## config.mk

```make
export PLATFORM = sky130hd
export DESIGN_NAME = mem_wb_stage
export DESIGN_NICKNAME = d
export VERILOG_FILES = /design/src/rtl/mem_wb_stage_pkg.sv /design/src/rtl/mem_wb_stage_load_formatter.sv /design/src/rtl/mem_wb_stage.sv
export SDC_FILE = /design/constraint.sdc
export NUM_CORES = 1
export LEC_CHECK = 0
export BUFFER_PORTS_ARGS = -buffer_cell sky130_fd_sc_hd__buf_2
export CAP_MARGIN = 20
export CORE_UTILIZATION = 44
export DETAILED_ROUTE_END_ITERATION = 12
export PLACE_DENSITY = 0.76
export SLEW_MARGIN = 20
export SYNTH_ARGS = -nofsm -noshare
export SYNTH_HDL_FRONTEND = slang
export SYNTH_SLANG_ARGS = --single-unit
```

## constraint.sdc

```tcl
create_clock -name cpu_clk -period 2.1 [get_ports cpu_clk]
set_input_delay 0.105 -clock cpu_clk [delete_from_list [all_inputs] [get_ports cpu_clk]]
set_output_delay 0.105 -clock cpu_clk [all_outputs]
set_load 0.01 [all_outputs]
```

## src/rtl/mem_wb_stage_pkg.sv

```systemverilog
// Shared encodings and store/alignment helpers for the miniRV MEM/WB stage.
// Writeback selects, funct3 size codes and FSM state codes live here.
package mem_wb_stage_pkg;

    localparam logic [1:0] WB_ALU  = 2'b00;
    localparam logic [1:0] WB_EXT  = 2'b01;
    localparam logic [1:0] WB_PC   = 2'b10;
    localparam logic [1:0] WB_DREM = 2'b11;

    localparam logic [2:0] F3_LB  = 3'b000;
    localparam logic [2:0] F3_LH  = 3'b001;
    localparam logic [2:0] F3_LW  = 3'b010;
    localparam logic [2:0] F3_LBU = 3'b100;
    localparam logic [2:0] F3_LHU = 3'b101;
    localparam logic [2:0] F3_SB  = 3'b000;
    localparam logic [2:0] F3_SH  = 3'b001;
    localparam logic [2:0] F3_SW  = 3'b010;

    typedef enum logic [0:0] {
        ST_IDLE = 1'b0,
        ST_REQ  = 1'b1
    } state_e;

    // Access size comes from funct3[1:0]; unknown sizes behave as a word.
    function automatic logic is_misaligned(input logic [2:0] funct3, input logic [1:0] alo);
        logic mis;
        case (funct3[1:0])
            2'b00:   mis = 1'b0;
            2'b01:   mis = alo[0];
            default: mis = (alo != 2'b00);
        endcase
        return mis;
    endfunction

    function automatic logic [3:0] store_strb(input logic [2:0] funct3, input logic [1:0] alo);
        logic [3:0] strb;
        case (funct3[1:0])
            2'b00:   strb = 4'b0001 << alo;
            2'b01:   strb = 4'b0011 << alo;
            default: strb = 4'b1111;
        endcase
        return strb;
    endfunction

    function automatic logic [31:0] store_data(input logic [2:0] funct3, input logic [31:0] rd2);
        logic [31:0] data;
        case (funct3[1:0])
            2'b00:   data = {4{rd2[7:0]}};
            2'b01:   data = {2{rd2[15:0]}};
            default: data = rd2;
        endcase
        return data;
    endfunction

endpackage

```

## src/rtl/mem_wb_stage_load_formatter.sv

```systemverilog
// Purely combinational load-data formatter: selects the byte/half lane of the
// returned word and sign- or zero-extends it according to funct3.
module load_formatter
    import mem_wb_stage_pkg::*;
(
    input  logic [31:0] rdata,
    input  logic [2:0]  funct3,
    input  logic [1:0]  addr_lo,
    output logic [31:0] data
);

    logic [7:0]  byte_s;
    logic [15:0] half_s;

    // Lane selection from the latched low address bits.
    always_comb begin
        byte_s = 8'h00;
        case (addr_lo)
            2'b00:   byte_s = rdata[7:0];
            2'b01:   byte_s = rdata[15:8];
            2'b10:   byte_s = rdata[23:16];
            2'b11:   byte_s = rdata[31:24];
            default: byte_s = rdata[7:0];
        endcase
        if (addr_lo[1]) begin
            half_s = rdata[31:16];
        end else begin
            half_s = rdata[15:0];
        end
    end

    // Extension by access type; unrecognised codes return the whole word.
    always_comb begin
        data = rdata;
        case (funct3)
            F3_LB:   data = {{24{byte_s[7]}}, byte_s};
            F3_LH:   data = {{16{half_s[15]}}, half_s};
            F3_LBU:  data = {24'h000000, byte_s};
            F3_LHU:  data = {16'h0000, half_s};
            default: data = rdata;
        endcase
    end

endmodule

```

## src/rtl/mem_wb_stage.sv

```systemverilog
// MEM stage and MEM/WB pipeline register: runs loads/stores over a req/ack
// data-memory handshake with timeout abort, and registers the writeback bundle.
module mem_wb_stage
    import mem_wb_stage_pkg::*;
#(
    parameter int unsigned ACK_TIMEOUT = 255
) (
    input  logic        cpu_clk,
    input  logic        cpu_rst,
    input  logic        mem_valid,
    input  logic        mem_rf_we,
    input  logic [4:0]  mem_wR,
    input  logic [1:0]  mem_rf_wsel,
    input  logic [31:0] mem_wD,
    input  logic [31:0] mem_rD2,
    input  logic        mem_is_load,
    input  logic        mem_is_store,
    input  logic [2:0]  mem_funct3,
    output logic        mem_stall,
    output logic        dmem_req,
    output logic        dmem_we,
    output logic [31:0] dmem_addr,
    output logic [31:0] dmem_wdata,
    output logic [3:0]  dmem_wstrb,
    input  logic        dmem_ack,
    input  logic [31:0] dmem_rdata,
    output logic        wb_valid,
    output logic        wb_rf_we,
    output logic [4:0]  wb_wR,
    output logic [1:0]  wb_rf_wsel,
    output logic [31:0] wb_wD_in,
    output logic [31:0] wb_dram_in,
    output logic        misalign_err,
    output logic        bus_err
);

    localparam logic [15:0] TO_LAST = 16'(ACK_TIMEOUT - 32'd1);

    state_e      state_r, state_s;
    logic [15:0] tcnt_r, tcnt_s;
    logic [2:0]  f3_r, f3_s;
    logic [1:0]  alo_r, alo_s;
    logic        acc_s, mis_s, abort_s;
    logic [31:0] ld_data_s;

    logic        dmem_req_s, dmem_we_s;
    logic [31:0] dmem_addr_s, dmem_wdata_s;
    logic [3:0]  dmem_wstrb_s;
    logic        wb_valid_s, wb_rf_we_s, misalign_s, bus_err_s;
    logic [4:0]  wb_wR_s;
    logic [1:0]  wb_rf_wsel_s;
    logic [31:0] wb_wD_in_s, wb_dram_in_s;

    assign acc_s   = mem_valid & (mem_is_load | mem_is_store);
    assign mis_s   = acc_s & is_misaligned(mem_funct3, mem_wD[1:0]);
    assign abort_s = (state_r == ST_REQ) & ~dmem_ack & (tcnt_r == TO_LAST);

    load_formatter u_load_formatter (
        .rdata   (dmem_rdata),
        .funct3  (f3_r),
        .addr_lo (alo_r),
        .data    (ld_data_s)
    );

    // State register.
    always_ff @(posedge cpu_clk) begin
        if (cpu_rst) begin
            state_r <= ST_IDLE;
        end else begin
            state_r <= state_s;
        end
    end

    // Next-state logic.
    always_comb begin
        state_s = state_r;
        case (state_r)
            ST_IDLE: begin
                if (acc_s && !mis_s) begin
                    state_s = ST_REQ;
                end else begin
                    state_s = ST_IDLE;
                end
            end
            ST_REQ: begin
                if (dmem_ack || abort_s) begin
                    state_s = ST_IDLE;
                end else begin
                    state_s = ST_REQ;
                end
            end
            default: state_s = ST_IDLE;
        endcase
    end

    // Output logic: stall plus next values of every registered output.
    always_comb begin
        mem_stall    = 1'b0;
        tcnt_s       = 16'd0;
        dmem_req_s   = dmem_req;
        dmem_we_s    = dmem_we;
        dmem_addr_s  = dmem_addr;
        dmem_wdata_s = dmem_wdata;
        dmem_wstrb_s = dmem_wstrb;
        f3_s         = f3_r;
        alo_s        = alo_r;
        wb_valid_s   = 1'b0;
        wb_rf_we_s   = 1'b0;
        wb_wR_s      = 5'd0;
        wb_rf_wsel_s = 2'b00;
        wb_wD_in_s   = 32'd0;
        wb_dram_in_s = 32'd0;
        misalign_s   = 1'b0;
        bus_err_s    = 1'b0;
        case (state_r)
            ST_IDLE: begin
                if (acc_s && !mis_s) begin
                    mem_stall    = 1'b1;
                    dmem_req_s   = 1'b1;
                    dmem_we_s    = mem_is_store;
                    dmem_addr_s  = {mem_wD[31:2], 2'b00};
                    dmem_wdata_s = store_data(mem_funct3, mem_rD2);
                    dmem_wstrb_s = store_strb(mem_funct3, mem_wD[1:0]);
                    f3_s         = mem_funct3;
                    alo_s        = mem_wD[1:0];
                end else begin
                    wb_valid_s   = mem_valid;
                    wb_rf_we_s   = mem_rf_we & ~mis_s;
                    wb_wR_s      = mem_wR;
                    wb_rf_wsel_s = mem_rf_wsel;
                    wb_wD_in_s   = mem_wD;
                    misalign_s   = mis_s;
                end
            end
            ST_REQ: begin
                if (dmem_ack) begin
                    dmem_req_s   = 1'b0;
                    wb_valid_s   = mem_valid;
                    wb_rf_we_s   = mem_rf_we & ~mem_is_store;
                    wb_wR_s      = mem_wR;
                    wb_rf_wsel_s = mem_rf_wsel;
                    wb_wD_in_s   = mem_wD;
                    wb_dram_in_s = mem_is_load ? ld_data_s : 32'd0;
                end else if (abort_s) begin
                    // The aborted instruction retires without a register write.
                    dmem_req_s   = 1'b0;
                    bus_err_s    = 1'b1;
                    wb_valid_s   = 1'b1;
                    wb_wR_s      = mem_wR;
                    wb_rf_wsel_s = mem_rf_wsel;
                    wb_wD_in_s   = mem_wD;
                end else begin
                    mem_stall = 1'b1;
                    tcnt_s    = tcnt_r + 16'd1;
                end
            end
            default: begin
                mem_stall = 1'b0;
            end
        endcase
    end

    // Registered datapath: memory request fields, WB bundle and error pulses.
    always_ff @(posedge cpu_clk) begin
        if (cpu_rst) begin
            tcnt_r       <= 16'd0;
            f3_r         <= 3'b000;
            alo_r        <= 2'b00;
            dmem_req     <= 1'b0;
            dmem_we      <= 1'b0;
            dmem_addr    <= 32'd0;
            dmem_wdata   <= 32'd0;
            dmem_wstrb   <= 4'b0000;
            wb_valid     <= 1'b0;
            wb_rf_we     <= 1'b0;
            wb_wR        <= 5'd0;
            wb_rf_wsel   <= 2'b00;
            wb_wD_in     <= 32'd0;
            wb_dram_in   <= 32'd0;
            misalign_err <= 1'b0;
            bus_err      <= 1'b0;
        end else begin
            tcnt_r       <= tcnt_s;
            f3_r         <= f3_s;
            alo_r        <= alo_s;
            dmem_req     <= dmem_req_s;
            dmem_we      <= dmem_we_s;
            dmem_addr    <= dmem_addr_s;
            dmem_wdata   <= dmem_wdata_s;
            dmem_wstrb   <= dmem_wstrb_s;
            wb_valid     <= wb_valid_s;
            wb_rf_we     <= wb_rf_we_s;
            wb_wR        <= wb_wR_s;
            wb_rf_wsel   <= wb_rf_wsel_s;
            wb_wD_in     <= wb_wD_in_s;
            wb_dram_in   <= wb_dram_in_s;
            misalign_err <= misalign_s;
            bus_err      <= bus_err_s;
        end
    end

endmodule
```

# After elaboration in Yosys (flattened, before gate mapping)
# Cells that the tools add are included.
# word_totals
regBits,165
latch_bits,0
ram_bits,0
mem_bits_ro,0
input_bits,113
out_inout_bits,146
wordCells,90
mem_count,0
# classes
add_sub_neg,1
n_mul,0
div_mod_pow,0
magnitude_cmp,0
n_eq_ne,10
shifts,2
mux,35
n_bitwise,12
n_reduce_logical,13
# ops
op,n
case mux 32 bit (2 select lines),2
case mux 32 bit (4 select lines),1
two-way mux 32 bit,3
case mux 8 bit (4 select lines),1
adder 16 x 1 -> 16 bit (second input constant),1
equality test 16 x 8 -> 1 bit (second input constant),1
two-way mux 16 bit,1
two-way mux 5 bit,3
two-way mux 1 bit,12
case mux 1 bit (2 select lines),6
case mux 5 bit (2 select lines),1
case mux 4 bit (2 select lines),1
OR reduction 4 bit,2
bitwise AND 1 bit,6
equality test 3 bit (second input constant),2
two-way mux 2 bit,3
OR reduction 3 bit,2
NOT 1 bit,5
equality test 2 x 1 -> 1 bit (second input constant),2
equality test 2 bit (second input constant),2
zero test 2 bit,2
case mux 2 bit (2 select lines),1
AND reduction 2 bit,2
<< shifter 1 x 2 -> 4 bit (first input constant),1
10 further kinds,10

# Depth between registers and ports, before layout
# Gate-level depths: netlist of run 1.
# logic_depth
word_depth,7
ltp_mapped,7
mapped_depth_nobuf,6

# Hierarchy
# A second synthesis of run 1 with hierarchy kept.
# hier_totals
hier_cells,734
hier_area_um2,6485.0
# modules_own_cells
mod,n_inst,cells_each,area_per_inst_um2,seq_area_each_um2
mem_wb_stage,1,624,5835.6,3303.2
load_formatter,1,110,649.4,0.0

# Worst setup path after synthesis of run 1
# Ideal clock, no wire load.
# synth_path
path_kind,register to output
start,reg tcnt_r[13]
end,out mem_stall
arrival_time_ps,1987
required_ps,1995
slack_ps,8
path_stages_with_launch,6
n_path_buf,1
path_cell_list,dfxtp_1 or4_1 or4_4 o21ba_4 buf_6 or2_1
# synth_between
elab_chain_cells,5
# synth_lines
element,line,source
start: declaration,mem_wb_stage.sv:40,"logic [15:0] tcnt_r, tcnt_s;"
start signal: assignment,mem_wb_stage.sv:183,tcnt_r <= tcnt_s;
equality test 16 x 8 -> 1 bit,mem_wb_stage.sv:56,assign abort_s = (state_r == ST_REQ) & ~dmem_ack & (tcnt_r == TO_LAST);
bitwise AND 1 bit,mem_wb_stage.sv:56,
two-way mux 1 bit,mem_wb_stage.sv:144,end else if (abort_s) begin
two-way mux 1 bit,mem_wb_stage.sv:136,if (dmem_ack) begin
case mux 1 bit (2 select lines),mem_wb_stage.sv:115,case (state_r)
end: declaration,mem_wb_stage.sv:19,"output logic mem_stall,"
# No other way between the ends.

# Final worst setup path of run 1
# layout_path
start,reg tcnt_r[10]
end,reg wb_wD_in[20]
# layout_between
elab_chain_cells,5
# layout_lines
element,line,source
equality test 16 x 8 -> 1 bit,mem_wb_stage.sv:56,
bitwise AND 1 bit,mem_wb_stage.sv:56,
two-way mux 32 bit,mem_wb_stage.sv:144,
two-way mux 32 bit,mem_wb_stage.sv:136,
case mux 32 bit (2 select lines),mem_wb_stage.sv:115,
end signal: assignment,mem_wb_stage.sv:195,wb_wD_in <= wb_wD_in_s;
end: declaration,mem_wb_stage.sv:31,"output logic [31:0] wb_wD_in,"
# No other way between the ends.
# A chain may end at the register's enable or synchronous reset.

==> results of run 1 <==
[worst paths after layout]
kind | slack [ns] | end
min | 0.02 | dmem_wdata[28]
max reg2reg | -0.37 | wb_wD_in[20]
max | -0.37 | wb_wD_in[20]
min reg2reg | 0.45 | dmem_wdata[25]
[final cells by class]
cell class / instances / area share [%]
tap: 184 / 2.323
sequential: 165 / 33.35
clock buffer: 23 / 4.823
clock inverter: 9 / 1.174
timing repair buffer: 374 / 25.62
inverter: 14 / 0.5303
multi-input combinational: 479 / 32.18
[flip-flops by register name, indices dropped and copies added (netlist names), 3 cells and up]
name	flops
dmem_wstrb	4
dmem_wdata	32
wb_wR	5
dmem_addr	30
wb_wD_in	32
tcnt_r	16
wb_dram_in	32
f3_r	3
[worst min-delay path, cell delays in order]
cell      delay (ns)
buf_2           0.08
o211ai_1        0.09
a21oi_1         0.12
[logic make-up after synthesis]
| logic type | after synthesis |
|---|---|
| other | 1 |
| AND/OR/NAND/NOR | 288 |
| multiplexers | 28 |
| XOR/XNOR | 15 |
| adder cells (fa/ha/maj) | 2 |
| buffers and inverters | 76 |
| AO/OA/AOI/OAI | 144 |
| flip-flops | 165 |
[Yosys cell counts, types with 3 or more instances]
cell type / number
a31oi_1: 7
buf_1: 3
a21oi_1: 73
or3_1: 3
nand4_1: 4
o211ai_1: 9
nor2_1: 46
nand2_1: 157
nor4_1: 5
xor2_1: 3
a211oi_1: 18
nor4b_2: 37
nor3_1: 13
xnor2_1: 12
a221oi_1: 8
nand2b_1: 3
buf_6: 4
dfxtp_1: 165
inv_1: 14
o221a_2: 7
nand3_1: 6
clkbuf_1: 52
o21ai_0: 13
mux2i_1: 27
[layer usage]
layer,up-vias,global-route usage [%]
met5,-,0
met4,0,9.497
met3,37,8.247
met2,272,47.19
met1,3045,29.86
li1,3161,-
[metrics by stage]
step	util (%)	TNS [ns]	setup slack (ns)	area [um^2]
final	67.92	-9.120	-0.3688	9910
after global routing	67.92	-12.38	-0.4159	9910
after CTS	66.13	-7.501	-0.4035	9648
after detailed placement	55.76	-0.2024	-0.03001	8135
after global placement	55.76	0	0.01280	8135
after floorplan	-	0	0.007834	6626
[cells in the final DEF (no fill, tap or decap), drive strengths merged, types with 14 or more instances in the layout]
cell type	n
a211oi	18
a21oi	73
buf	286
clkbuf	25
dfxtp	165
dlygate4sd3	86
inv	16
mux2i	27
nand2	157
nor2	46
nor4b	39
o21ai	14
[power by group through the flow]
stage	clock network, W	registers (W)	logic, W
3_3_place_gp	0	0.00339	0.000874
6_report	0.00315	0.00333	0.00110
3_5_place_dp	0	0.00339	0.000883
2_1_floorplan	0	0.00345	0.000428
4_1_cts	0.00318	0.00332	0.00102
5_1_grt	0.00332	0.00334	0.00118
[timing repair]
item                                    CTS  global route
hold endpoints to repair                116             0
hold buffers                             86             0
pin swaps                                 3             2
cloned                                    1             2
resized for setup                         2            28
buffers inserted                          2             2
endpoints found under the setup margin   27            53
==> results.md, run 1 <==
* CP cell instances: or4_1 -> or4_4 -> o21ba_4 -> buf_4 -> buf_12 -> clkbuf_16 -> nor4b_2
* Grt ovf at 0
* Final period util at 117.6%
* I/O pins at ~260
* Routed wire length at around 22 mm
* Outcome: finished, violations left
* #FFs+latches synth at approximately 170
* Met2 wire len at around 11 mm
* Worst Reg2Reg Path Length in Cells at 7
* Total clock sinks at 165
* RSZ-0062 raised after global routing: true
* Vias in the first global route at approximately 6400
* Ranking of synthesized cells by area: dfxtp_1 (50%), nand2_1 (8.9%), nor4b_2 (8.4%)
* Fin. max-slew vios at 0
* Leakage at between 4 and 5 nW
* Max IR drop VDD at 0.0007108 V
* Async S/R FF share, synth at 0%
* Clock share of power at approximately two fifths
* Critical Path AT at 2.78 ns
* Initial DRT Pass Iterations at 5
* Startpoint Class: flip-flop
* Synth top area share at between 40% and 50%
* Clk_skew at about 0.013 ns
* Hold Path Cell Cnt at 3
* Synthesized cell area at ~6600 um^2
* Fin cells at approximately 1200
* CTS tree: yes
* Worst Path Required at between 2 and 2.5 ns
* Reg area at ~3300 um^2
* Combinational share of power at 14.5%
* Failing checks: negative setup slack
* First-pass GRT wire length at roughly 33 mm
* Largest net degree at the start of global routing at 120
* Filler cells at around 1100
* Largest delay contributor family on the critical path: simple AND/OR/NAND/NOR gates
* DR WL/cell at roughly 17 um
* Post-route ant nets at 0
* Multi-input logic area at 3189 um^2
* Predominant post-synthesis flop cell: dfxtp_1
* Dpl hpwl at between 10 and 15 mm
* Initial Util at between 40% and 50%
* Met3 Wirelength at between 1.5 and 2 mm
* Met1 Wirelength at around 8.6 mm
* Switch Pwr at 0.001942 W
* Port Buffers at about 260
* Sw Share at between 20% and 30%
* Worst-Margin Slew at 0.7285 ns
* Main combinational cell family by area after synthesis: simple AND/OR/NAND/NOR gates
* Avg Synthesized Cell Area at 9.211 um^2
* Crit path max-delay cell type: or4_4
* Post-synthesis simple-gate area fraction at 24.86%
* Top Layer Used: met4
* CTS Buf Count at 17
* Design Power at between 0.007 and 0.008 W
* Post-synthesis compound-gate area fraction at a little over an eighth
* Distinct cells, synth at 46
* Clock tree buffer depth at 2
* Worst path bufs/invs at 3
* Die width at about 120 um
* DR DRC count at 0
* Final Hold Viols at 0
* Yosys top cell by area: dfxtp_1
* Critical path class: reg2reg
* Rows at 44
* Adder-cell share of the synthesized area at 0.3779%
* Placed Cells at ~1100
* Reg clk slew, reported paths at around 0.070 ns
* Post-Synth XOR/XNOR Area at under 10%
* Critical R2R Launch: tcnt_r[10]
* Routability cong. at 0.8666
* Cells after Synth at 719
* Final setup viols at 54
* Rel. slew slack at between 50% and 60%
* Max Cap Viol at 0
* Clock Root Buffer: clkbuf_16
* Warnings, synthesis at 0
* Worst-skew pair later-pin latency at around 0.42 ns
* Core box area at roughly 15000 um^2
* Initial antenna violation count at 0
* Hold Path Origin: mem_rD2[28]
* Sequential share of power at 43.9%
* N_diodes at 0
* Crit-path max cell delay at 0.55 ns
* Minimum clock period at 2.469 ns
* Seq/Total Area, Yosys at roughly 50%
* Routed via count at roughly 6500
* Share of layout cells above drive strength 1 at about a third
* Worst hold slack at 0.01782 ns
* Worst Hold Class: in2reg
* Gr usage total at a little over a quarter
* CP startpoint: tcnt_r[10]
* Nets at about 1200
* CTS H-tree depth at 4
* 1st-iter DRT viols at between 400 and 500
* Crit. End Element: flip-flop
* Worst-path maximum fanout at 6
* Post-synth EDFFs at 0
* Die ar. at about 16000 um^2
* Final worst slack at -0.3688 ns
* Synth-to-layout area growth at 49.63%
* Vias/cell at roughly 5.2
* Mux cell area share after synthesis at approximately 4.3%
* Internal power at between 0.005 and 0.006 W
* Chip Height at approximately 120 um
* Critical Path Stages at 7
* PD cells at 765.1 nW/um^2
* Fmax achieved at slightly above 400 MHz
Power figures use the tool's default switching activity.
==> run 2: changes to the inputs <==
--- a/config.mk
+++ b/config.mk
@@ -9,5 +9,6 @@
 export CAP_MARGIN = 20
-export CORE_UTILIZATION = 44
+export CORE_UTILIZATION = 46
+export CTS_BUF_LIST = sky130_fd_sc_hd__clkbuf_4
 export DETAILED_ROUTE_END_ITERATION = 12
-export PLACE_DENSITY = 0.76
+export PLACE_DENSITY = 0.79
 export SLEW_MARGIN = 20
--- a/constraint.sdc
+++ b/constraint.sdc
@@ -3,2 +3,2 @@
 set_output_delay 0.105 -clock cpu_clk [all_outputs]
-set_load 0.01 [all_outputs]
+set_load 0.02 [all_outputs]
==> results.md, run 2 (synthesis gave the netlist of run 1 again) <==
* Outcome: finished, violations left
* Failing checks: negative setup slack
* Vias/cell at about 5.4
* Critical R2R Launch: tcnt_r[13]
* First-pass GRT wire length at ~32 mm
* Vias in the first global route at roughly 6600
* Switch Pwr at approximately 0.0020 W
* Leakage at between 4 and 5 nW
* Initial DRT Pass Iterations at 5
* PD cells at 652.3 nW/um^2
* CTS tree: yes
* Routability cong. at 0.9086
* Setup slack at placement at -0.02346 ns
* Leading cell type in the layout, fill and taps excluded: buf_2
* Worst-skew pair later-pin latency at between 0.5 and 0.6 ns
* Die ar. at 14880 um^2
* Total clock sinks at 165
* Grt ovf at 0
* R2r setup slk at -0.28 ns
* Largest net degree at the start of global routing at between 40 and 50
* Most frequent cells in the layout: buf_2 (254), dfxtp_1 (163), nand2_1 (157), dlygate4sd3_1 (119), a21oi_1 (72)
* Reg area at 3306 um^2
* Fin util at 71.45%
* 1st-iter DRT viols at about 540
* Hold Path Cell Cnt at 5
* Sw Share at 30.27%
* Worst-Margin Slew at 0.9111 ns
* Initial antenna violation count at 2
* Minimum clock period at between 2 and 3 ns
* Dpl hpwl at approximately 13 mm
* Hold Path Origin: mem_is_load
* Critical path class: reg2out
* Post-route ant nets at 0
* Worst Path Required at around 2.0 ns
* Final Hold Viols at 0
* Gr usage total at ~29%
* Final worst slack at -0.5438 ns
* RSZ-0062 raised after global routing: true
* Routed wire length at around 23 mm
* Worst-path maximum fanout at 3
* Chip Height at approximately 120 um
* DR WL/cell at 17.97 um
* CTS H-tree depth at 4
* Die width at between 100 and 150 um
* Startpoint Class: flip-flop
* Share of layout cells above drive strength 1 at 34.63%
* Final period util at 125.9%
* Rel. slew slack at 39.26%
* Clock Root Buffer: clkbuf_4
* Design Area, Final at between 9000 and 10000 um^2
* Max Cap Viol at 0
* Final setup TNS at -7.738 ns
* Synth-to-layout area growth at 50.92%
* CTS Buf Count at 17
* Critical Path AT at 2.54 ns
* Largest regs: dmem_wdata x32, wb_dram_in x32, wb_wD_in x32
* Nets at about 1200
* Fin. max-slew vios at 0
* Design Power at approximately 0.0065 W
* Max IR drop VDD at around 0.00075 V
* Filler cells at about 950
* Core box area at approximately 14000 um^2
* Crit. End Element: output port
* Internal power at between 0.004 and 0.005 W
* DR DRC count at 0
* Sequential share of power at between 50% and 60%
* Sink of the worst hold path: wb_dram_in[1]
* Port Buffers at roughly 260
* Clock tree buffer depth at 2
* Routed via count at between 6000 and 7000
* Worst Hold Class: in2reg
* Worst Reg2Reg Path Length in Cells at 7
* Initial Util at a little under half
* Combinational share of power at just under 20%
* Clk_skew at just under 0.03 ns
* Rows at 43
* Final setup viols at 42
* Placed cell areas at 8170 um^2
* FF-to-FF End: wb_wR[0]
* Multi-input logic area at 3188 um^2
* I/O pins at between 200 and 300
* Clock share of power at a little under 30%
* Fmax achieved at between 300 and 400 MHz
* Reg clk slew, reported paths at 0.14 ns
[run 2: cell count changes in the layout (fill, tap and decap cells not counted), moves of 2 or more]
cell	before	now
dlygate4sd3_1	86	119
clkbuf_4	0	17
clkbuf_16	19	3
buf_4	22	26
clkbuf_1	3	0
clkbuf_8	3	0
clkinv_1	0	3
diode_2	0	2
inv_6	2	4
[run 2: metrics by stage]
step,std cells,hold slack (ns)
final,1285,0.07959
after global routing,1285,0.07590
after CTS,1275,0.03669
after detailed placement,1124,0.3560
after global placement,1124,0.3514
after floorplan,720,0.2410
[run 2: per-layer routing]
metal	vias to the layer above	routed length (um)	global-route usage (%)
li1	3232	-	-
met4	0	1019	16.05
met5	-	0	0
met1	3208	8481	29.88
met3	80	1813	7.678
met2	380	11780	51.31
[run 2: power by group through the flow]
stage	clock network (W)	registers, W	logic (W)
after floorplan	0	0.00355	0.000432
after global placement	0	0.00339	0.000979
after detailed placement	0	0.00339	0.000989
after CTS	0.00192	0.00333	0.00116
after global routing	0.00207	0.00335	0.00135
final	0.00192	0.00333	0.00127
[run 2: layout make-up]
cell class              count  area share, %
clock inverters            15          1.527
flip-flops and latches    165          33.07
well taps                 180          2.253
clock buffers              17          1.277
diodes                      2        0.05008
repair buffers            413          29.39
inverters                  14         0.5258
multi-input cells         479          31.90
[run 2: worst max path at each step]
stage	start	end
final	tcnt_r[13]	mem_stall
after global routing	tcnt_r[14]	mem_stall
after CTS	tcnt_r[13]	mem_stall
after detailed placement	tcnt_r[13]	wb_wD_in[6]
after global placement	tcnt_r[13]	wb_valid
after floorplan	tcnt_r[13]	mem_stall
[run 2: what timing repair did]
item | CTS | global route
hold buffers | 119 | 0
pin swaps | 0 | 3
hold endpoints to repair | 149 | 0
gates cloned | 0 | 4
endpoints found under the setup margin | 16 | 47
resized for setup | 1 | 35
setup buffers | 0 | 4
[run 2: worst max-delay path: stages (launching register included)]
cell and delay, ns:
dfxtp_1 0.34, or4_1 0.51, or4_4 0.53, o21ba_4 0.23, or2_4 0.24, buf_6 0.13
==> run 3: changes to the inputs <==
Settings changed: BUFFER_PORTS_ARGS -buffer_cell sky130_fd_sc_hd__buf_2 to -buffer_cell sky130_fd_sc_hd__buf_4.
==> results.md, run 3 (synthesis gave the netlist of run 1 again) <==
* Post-route ant nets at 0
* Design Power at between 0.006 and 0.007 W
* Share of layout cells above drive strength 1 at 34.38%
* Outcome: finished, violations left
* Critical Path AT at 2.50 ns
* Die ar. at about 15000 um^2
* Crit path max-delay cell type: or4_4
* DR WL/cell at between 15 and 20 um
* Largest regs: dmem_wdata x32, wb_dram_in x32, wb_wD_in x32
* Final setup viols at 41
* Chip Height at roughly 120 um
* DR DRC count at 0
* Failing checks: negative setup slack
* Clock Root Buffer: clkbuf_4
* Leakage at between 4 and 5 nW
* Routed wire length at around 23 mm
* Leading cell type in the layout, fill and taps excluded: buf_4
* Final Hold Viols at 0
* CP startpoint: tcnt_r[8]
* Critical R2R Launch: tcnt_r[8]
* Final setup TNS at -8.419 ns
* Routed via count at 6870
* PD cells at 609.0 nW/um^2
* Max Cap Viol at 0
* Grt ovf at 0
* Total clock sinks at 165
* Core box area at between 10000 and 15000 um^2
* Max IR drop VDD at about 0.00047 V
* Worst Path Required at approximately 2.0 ns
* Worst-skew pair later-pin latency at 0.56 ns
* Crit. End Element: output port
* Largest net degree at the start of global routing at between 50 and 60
* I/O pins at about 260
* Clock tree buffer depth at 2
* Final period util at 124.0%
* Initial DRT Pass Iterations at 5
* Dpl hpwl at between 10 and 15 mm
* Startpoint Class: flip-flop
* Worst Hold Class: in2reg
* Worst path bufs/invs at 1
* Filler cells at between 900 and 1000
* Vias/cell at roughly 5.3
* CTS H-tree depth at 4
* CP cell instances: or4_1 -> or4_4 -> o21ba_4 -> or2_4 -> buf_6
* Die width at between 100 and 150 um
* Crit-path max cell delay at about 0.54 ns
* Fin util at between 70 and 80%
* Port Buffers at 256
* Vias in the first global route at 6719
* Worst-Margin Slew at 0.8418 ns
* Hold Path Origin: mem_funct3[1]
* Rows at between 40 and 50
* Most frequent cells in the layout: buf_4 (279), dfxtp_1 (162), nand2_1 (157), dlygate4sd3_1 (129), a21oi_1 (73)
* CTS tree: yes
* Final worst slack at -0.5050 ns
* RSZ-0062 raised after global routing: true
* Reg clk slew, reported paths at 0.13 ns
* Routability cong. at about 0.87
* CTS Buf Count at 17
* Gr usage total at about 30%
* Design Area, Final at approximately 11000 um^2
* Placed cell areas at between 8000 and 9000 um^2
* Minimum clock period at approximately 2.6 ns
* Fin. max-slew vios at 0
* Initial antenna violation count at 2
* Clk_skew at 0.02021 ns
* Critical path class: reg2out
* Fmax achieved at about 380 MHz
* Nets at ~1200
* Synth-to-layout area growth at 60.53%
* 1st-iter DRT viols at between 500 and 600
* Largest delay contributor family on the critical path: simple AND/OR/NAND/NOR gates
* Initial Util at a little under half
* Rel. slew slack at 43.88%
* Worst-path maximum fanout at 2
* First-pass GRT wire length at approximately 34 mm
-- run 3: final cells by class --
type,count,area (um^2),area share (%)
Inverter,14,52.55,0.4943
Tap cell,180,225.2,2.118
Antenna cell,2,5.005,0.04708
Multi-Input combinational cell,479,3117,29.32
Sequential cell,165,3307,31.11
Clock inverter,13,110.1,1.036
Clock buffer,19,142.6,1.342
Timing Repair Buffer,421,3672,34.54
-- run 3: what timing repair did --
action                     CTS  global route
hold buffers               130             0
cloned                       1             4
buffers inserted             1             3
setup endpoints to repair   14            71
gates resized for setup      2            23
pin swaps                    3             4
hold endpoints to repair   148             0
-- run 3: tightest hold or removal path, stage by stage --
cell and delay (ns):
buf_4 0.11, o21ai_1 0.10, a211oi_1 0.20
-- run 3: metrics by stage --
step                      cells  worst slack [ns]  hold slack, ns
after detailed placement   1121          0.006465          0.3629
final                      1293           -0.5050        0.006064
after global routing       1293           -0.6040         0.02687
after global placement     1121           0.02235          0.3585
after floorplan             720         -0.006534          0.2410
after CTS                  1285           -0.6047         0.01536
-- run 3: worst paths after layout --
| check | slack, ns | endpoint | depth (start not counted) |
|---|---|---|---|
| setup reg to reg | -0.26 | wb_wR[0] | 7 |
| setup / recovery | -0.50 | mem_stall | 5 |
| hold reg to reg | 0.46 | dmem_wdata[30] | 2 |
| hold / removal | 0.006 | misalign_err | 3 |
-- run 3: layer usage --
metal  share of wire (%)  up-vias  wire length (um)  global-route usage (%)
li1                    -     3246                 -                       -
met1                  39     3232              8904                   34.22
met2                  50      324             11450                   50.74
met3                 7.9       68              1815                   8.193
met4                 3.8        0               886                   16.28
met5                   0        -                 0                       0
-- run 3: where the power goes --
part | switching (W) | internal, W | total [W] | leakage (nW)
Sequential | 0.0000699 | 0.00326 | 0.00333 | 1.35
Combinational | 0.000712 | 0.000694 | 0.00141 | 3.03
Clock | 0.00113 | 0.000606 | 0.00173 | 0.134
Total | 0.00191 | 0.00457 | 0.00647 | 4.51
